[src/rtl/alu_arbiter.sv]
// +--------------------------------------------------------------------------+
// | alu_arbiter: two-port arbiter feeding one shared 64-bit ALU into a        |
// | single registered result slot with valid/ready handshakes.               |
// | Revision: 1.0                                                            |
// +--------------------------------------------------------------------------+
`default_nettype none

module alu_arbiter #(
    parameter bit FIXED_PRIO = 1'b0
) (
    input  logic        clk,
    input  logic        rst_n,
    input  logic        r0_valid,
    output logic        r0_ready,
    input  logic [1:0]  r0_ctrl,
    input  logic [63:0] r0_a,
    input  logic [63:0] r0_b,
    input  logic        r1_valid,
    output logic        r1_ready,
    input  logic [1:0]  r1_ctrl,
    input  logic [63:0] r1_a,
    input  logic [63:0] r1_b,
    output logic        o_valid,
    input  logic        o_ready,
    output logic [63:0] o_y,
    output logic        o_ovf,
    output logic        o_zf,
    output logic        o_sf,
    output logic        o_id
);

    typedef enum logic [0:0] {
        EMPTY = 1'b0,
        FULL  = 1'b1
    } state_t;

    localparam logic [1:0] C_OP_ADD = 2'b00;
    localparam logic [1:0] C_OP_SUB = 2'b01;
    localparam logic [1:0] C_OP_AND = 2'b10;
    localparam logic [1:0] C_OP_XOR = 2'b11;

    state_t      state_q, state_d;
    logic        last_grant_q, last_grant_d;
    logic [63:0] y_q, y_d;
    logic        ovf_q, ovf_d;
    logic        id_q, id_d;

    logic        w_can_load;
    logic        w_tie_pick;
    logic        w_hs;
    logic        w_sel;
    logic [1:0]  w_ctrl;
    logic [63:0] w_a;
    logic [63:0] w_b;
    logic [63:0] w_y;
    logic        w_ovf;

    // Ready is held low throughout reset even though state already reads EMPTY.
    always_comb begin
        w_can_load = rst_n && ((state_q == EMPTY) || o_ready);
        w_tie_pick = FIXED_PRIO ? 1'b0 : ~last_grant_q;
        r0_ready   = w_can_load && r0_valid && (!r1_valid || (w_tie_pick == 1'b0));
        r1_ready   = w_can_load && r1_valid && (!r0_valid || (w_tie_pick == 1'b1));
        w_hs       = r0_ready || r1_ready;
        w_sel      = r1_ready;
    end

    always_comb begin
        w_ctrl = w_sel ? r1_ctrl : r0_ctrl;
        w_a    = w_sel ? r1_a    : r0_a;
        w_b    = w_sel ? r1_b    : r0_b;
        w_y    = 64'd0;
        w_ovf  = 1'b0;
        case (w_ctrl)
            C_OP_ADD: begin
                w_y   = w_a + w_b;
                w_ovf = (w_a[63] == w_b[63]) && (w_y[63] != w_a[63]);
            end
            C_OP_SUB: begin
                w_y   = w_a - w_b;
                w_ovf = (w_a[63] != w_b[63]) && (w_y[63] != w_a[63]);
            end
            C_OP_AND: w_y = w_a & w_b;
            C_OP_XOR: w_y = w_a ^ w_b;
            default:  w_y = 64'd0;
        endcase
    end

    always_comb begin
        state_d      = state_q;
        last_grant_d = last_grant_q;
        y_d          = y_q;
        ovf_d        = ovf_q;
        id_d         = id_q;
        if (w_hs) begin
            state_d      = FULL;
            last_grant_d = w_sel;
            y_d          = w_y;
            ovf_d        = w_ovf;
            id_d         = w_sel;
        end else if (o_ready) begin
            state_d = EMPTY;
        end
    end

    always_ff @(posedge clk or negedge rst_n) begin
        if (!rst_n) begin
            state_q      <= EMPTY;
            last_grant_q <= 1'b1;
            y_q          <= 64'd0;
            ovf_q        <= 1'b0;
            id_q         <= 1'b0;
        end else begin
            state_q      <= state_d;
            last_grant_q <= last_grant_d;
            y_q          <= y_d;
            ovf_q        <= ovf_d;
            id_q         <= id_d;
        end
    end

    // Zero flag is qualified by occupancy so the cleared register does not report zero.
    assign o_valid = (state_q == FULL);
    assign o_y     = y_q;
    assign o_ovf   = ovf_q;
    assign o_zf    = (state_q == FULL) && (y_q == 64'd0);
    assign o_sf    = y_q[63];
    assign o_id    = id_q;

endmodule

`default_nettype wire

[config.mk]
export PLATFORM = sky130hd
export DESIGN_NAME = alu_arbiter
export DESIGN_NICKNAME = d
export VERILOG_FILES = /design/src/rtl/alu_arbiter.sv
export SDC_FILE = /design/constraint.sdc
export NUM_CORES = 1
export LEC_CHECK = 0
export ABC_AREA = 1
export CAP_MARGIN = 20
export CORE_MARGIN = 5
export CORE_UTILIZATION = 35
export DETAILED_ROUTE_END_ITERATION = 8
export GPL_ROUTABILITY_DRIVEN = 0
export PLACE_DENSITY_LB_ADDON = 0.12
export SLEW_MARGIN = 20
export SYNTH_ARGS = -nofsm -noshare
export SYNTH_HDL_FRONTEND = slang
export SYNTH_SLANG_ARGS = --single-unit
[constraint.sdc]
create_clock -name clk -period 4.9 [get_ports clk]
set_input_delay 0.735 -clock clk [delete_from_list [all_inputs] [get_ports clk]]
set_output_delay 0.735 -clock clk [all_outputs]
set_load 0.1 [all_outputs]
==> results of run 1 <==
worst max-delay path by stage:
stage | depth (start not counted) | end | startpoint
after floorplan | 25 | o_y[55] | o_valid
after global placement | 20 | o_y[42] | o_ready
after detailed placement | 20 | o_y[42] | o_ready
after CTS | 20 | o_y[42] | o_ready
after global routing | 20 | o_y[42] | o_ready
final | 20 | o_y[42] | r1_valid
per-stage QoR:
step,hold slack (ps),total power [mW],cells,cell area (um^2)
after global routing,499.0,8.958,4616,22470
after CTS,474.4,8.330,4616,22470
after detailed placement,465.9,7.628,4601,22180
after floorplan,439.4,5.342,3590,17580
after global placement,457.4,7.635,4601,22180
final,473.6,8.511,4616,22470
placed cells by master, fill, tap and decap left out, drive strengths merged, types with 2 or more instances in the layout:
cell           Yosys  layout
nand3b            10      10
fa                 2       2
nand2           1484    1484
a31oi              7       7
nor3              28      28
nand4             40      40
or2                2       2
clkbuf            36      10
nor4              19      19
o2111ai            3       3
nor3b              2       2
and2               4       4
a221oi             4       4
ha               127     127
clkinv             2       5
o211ai            14      14
buf               78     121
xor2              14      14
a41oi              6       6
o21ai            169     169
nor2             313     313
dfrtp             67      67
o221ai             2       2
clkdlybuf4s50      0     332
o21bai            12      12
nand3            214     214
inv              759     759
o22ai             23      23
a21oi            141     141
layer usage:
metal,vias to the layer above,track usage
li1,11581,-
met4,0,0.08570
met2,1387,0.4523
met3,164,0.09723
met1,10273,0.4654
met5,-,0
cell families (layout without fill, tap and decap cells):
group	after synthesis	count (layout)	synth area share
AND/OR/NAND/NOR	2116	2116	0.4877
buffers and inverters	875	1229	0.1940
XOR/XNOR	15	15	0.007477
flip-flops	68	68	0.09692
AO/OA/AOI/OAI	387	387	0.1212
adder cells (fa/ha/maj)	129	129	0.09272
registers in the layout (all words and copies together), names as in the netlist:
register,cells
o_ovf,1
o_id,1
last_grant_q,1
o_valid,1
o_y,64
report_power, final:
group	switching, mW	internal (mW)	leakage, nW	total (mW)
clock network	0.290	0.403	0.144	0.693
registers	0.270	0.794	0.819	1.06
logic	4.93	1.83	12.1	6.75
total	5.49	3.02	13.1	8.51
worst reg2reg max path, stage by stage, from the launching register on:
cell                      delay, ps
sky130_fd_sc_hd__dfrtp_1        390
sky130_fd_sc_hd__inv_2           90
sky130_fd_sc_hd__nor2_2          40
sky130_fd_sc_hd__nor2_2         170
sky130_fd_sc_hd__nand2_4        110
sky130_fd_sc_hd__buf_12         180
sky130_fd_sc_hd__buf_12         300
sky130_fd_sc_hd__o21ai_0        340
sky130_fd_sc_hd__ha_1           430
sky130_fd_sc_hd__nor2_1         270
sky130_fd_sc_hd__nand2_1        110
sky130_fd_sc_hd__nor2_1         180
sky130_fd_sc_hd__inv_1          100
sky130_fd_sc_hd__nor3_1         340
sky130_fd_sc_hd__nand3_1        300
sky130_fd_sc_hd__nand3_1        170
sky130_fd_sc_hd__nand2_1         60
sky130_fd_sc_hd__nand3_1         70
sky130_fd_sc_hd__nand3_1        230
sky130_fd_sc_hd__nand2_1        150
sky130_fd_sc_hd__nand2_1         50
final cells by class:
class                      count  share of cell area
clock buffer                  10             0.01064
timing repair buffer         453              0.1913
tap                          672             0.03742
inverter                     761              0.1271
clock inverter                 5            0.002339
sequential                    68             0.07578
multi-input combinational   2647              0.5554
==> results.md, run 1 <==
- After detailed routing, no signal wire sits above met4.
- Detailed routing placed a total of 12740 um of wire on met3.
- The count of hold buffers inserted by post-cts repair is 0.
- For the worst-skew pair, the clock arrives at the later sink with an insertion delay of 370 ps.
- The worst setup path category is primary input to flip-flop.
- The post-synth design cell area is 17570 um^2.
- The most common cell in the synthesized netlist is sky130_fd_sc_hd__nand2_1.
- The number of synthesized register bits is 68.
- The data required time at the worst endpoint is 5140 ps.
- Setup repair after global routing left no endpoint under its margin.
- The floorplan step set the die width to 234.1 um.
- For this run, the total global-route usage over all layers was measured as 0.3189.
- The clock sink total is 68.
- The row count is 82.
- Before antenna repair, the detailed router went through 7 iterations.
- TritonCTS created 9 clock buffers.
- The total congestion overflow is 0.
- The ratio of total power to cell area is 378.8 nW/um^2.
- Of all flip-flops after synthesis, the portion carrying an async set or reset was 1.000.
- The cell family contributing the most delay on the critical path is simple AND/OR/NAND/NOR gates.
- The worst-case clock buffer depth is 2.
- Buffers placed on the I/O ports in this run total 335.
- The fraction of layout instances using a drive strength above 1 is 0.04361.
- The number of nets with antenna violations after routing is 0.
- The post-layout net count is 4334.
- The headroom to the max-slew limit is 0.3015.
- The highest net fanout along the worst path is 71.
- The worst clock skew is 21.73 ps.
- The total of fill cells in the finished design is 5804.
- The number of antenna cells inserted is 0.
- The clock tree synthesis step divided the H-tree into 3 levels.
- After clock tree synthesis, the clock-pin slew on the worst setup and hold paths is 50 ps.
- The longest individual stage delay on the worst path is 460 ps.
- VDD sags by at most 0.0003345 V.
- The synthesized netlist net count is 3984.
- The static leakage is 13.09 nW.
- The wire length on met2 is 35490 um.
- The hold violation count in the final report came to 0.
- The via total after detailed routing is 23405.
- Across all register-to-register paths, the minimum setup slack is 720 ps.
- The share of the Yosys chip area taken by registers is 0.09692.
- The total of cells resized after clock tree synthesis is 0.
- In the final layout, the multi-input gates occupy 12480 um^2.
- In this run the count of I/O pins placed on the die edge is 336.
- The final wirelength is 90640 um.
- The share of the clock period used by the worst path is 0.9396.
- The startpoint class of the critical path is a primary input.
- A synthesized cell averages 4.894 um^2.
- The count of flip-flops with a built-in enable after synthesis is 0.
- Of the post-synthesis cell area, the dominant cell type holds 0.3160.
- Once the clock tree was built, the setup fixing pass inserted 0 buffers.
- The worst hold path endpoint is last_grant_q.
- The via count of the first global-routing pass is 21462.
- The maximum number of pins on one net before global-route repair is 72.
- The class of the most critical hold timing path is flip-flop to flip-flop.
- Once layout is complete, the utilization of the core stands at 0.4506.
- The floorplan step defined a core boundary enclosing 49860 um^2.
- The number of max-slew violations in the final report is 0.
- The biggest area contributor in the post-synthesis netlist is sky130_fd_sc_hd__nand2_1.
- Summed over all nets, the half-perimeter wirelength after detailed placement is 77570 um.
- The endpoint identified for the worst register-to-register timing path is o_y[42].
- The die span in y is 234.1 um.
- The initial core utilization is 0.3524.
- TritonCTS built the clock tree.
- The critical hold path startpoint is last_grant_q.
- The tree is rooted in a sky130_fd_sc_hd__clkbuf_16.
- The pre-CTS worst setup slack is 119.5 ps.
- The Yosys warning count is 0.
- The run finished with clean final reports.
- The number of distinct library cell variants in the gate-level netlist after synthesis is 51.
- Across the whole layout, storage elements account for 1703 um^2.
- The per-cell via count in the routed design is 5.070.
- In this run the critical register-to-register path is launched from o_valid.
- The detailed router put a total of 39600 um of wire on met1.
- The number of maximum-capacitance constraint violations is 0.
- By count the netlist is led by sky130_fd_sc_hd__nand2_1, sky130_fd_sc_hd__inv_1, sky130_fd_sc_hd__nor2_1.
- For this run, the top clock speed supported by timing is 217.2 MHz.
- The cell count of the worst reg-to-reg path is 20.
- The cell depth of the worst min-delay path is 2.
- Setup violations remaining at the end of the flow were counted as 0.
- The routed wire length per instance is 19.64 um.
- Traced cell by cell, the critical path runs through clkdlybuf4s50_1, inv_1, a21oi_1, nand2_4, buf_12, buf_12, o21ai_0, ha_1, nor2_1, nand2_1, nor2_1, inv_1, nor3_1, nand3_1, nand3_1, nand2_1, nand3_1, nand3_1, nand2_1, nand2_1.
- The actual transition at the worst max-transition pin is 1045 ps.
- The die covers 54780 um^2.
- The aggregate negative setup slack is 0 ps.
- The main flop type after synthesis is sky130_fd_sc_hd__dfrtp_1.
- The layout overhead on the synthesized area is 27.89%.
- The wire length of the first global-routing pass is 131900 um.
- The number of antenna violations at the first check in global routing is 0.
- Data arrives at the worst endpoint at 4840 ps.
- In the post-synthesis netlist, the biggest area contributors are sky130_fd_sc_hd__nand2_1, sky130_fd_sc_hd__inv_1, sky130_fd_sc_hd__dfrtp_1.
- The post-synthesis instance total is 3590.
- The number of DRC markers after the initial detailed-route iteration is 3145.
- The kind of capture point of the worst setup path is a flip-flop.
- Counting both buffers and inverters, the worst setup path holds a total of 5.
- The slowest stage of the critical path belongs to the cell sky130_fd_sc_hd__clkdlybuf4s50_1.
- The slack of the critical path is 295.8 ps.
- The time the final worst path needs with I/O delays and setup is 4604 ps.
- For this run, design rule violations remaining after detail routing come to 0.
No activity file was read; power rests on OpenSTA's default activity.
==> run 2: changes to the inputs <==
TNS_END_PERCENT = 50   (was not set)
==> results of run 2 <==
The final DEF is identical to that of run 1; final timing and power are the same.
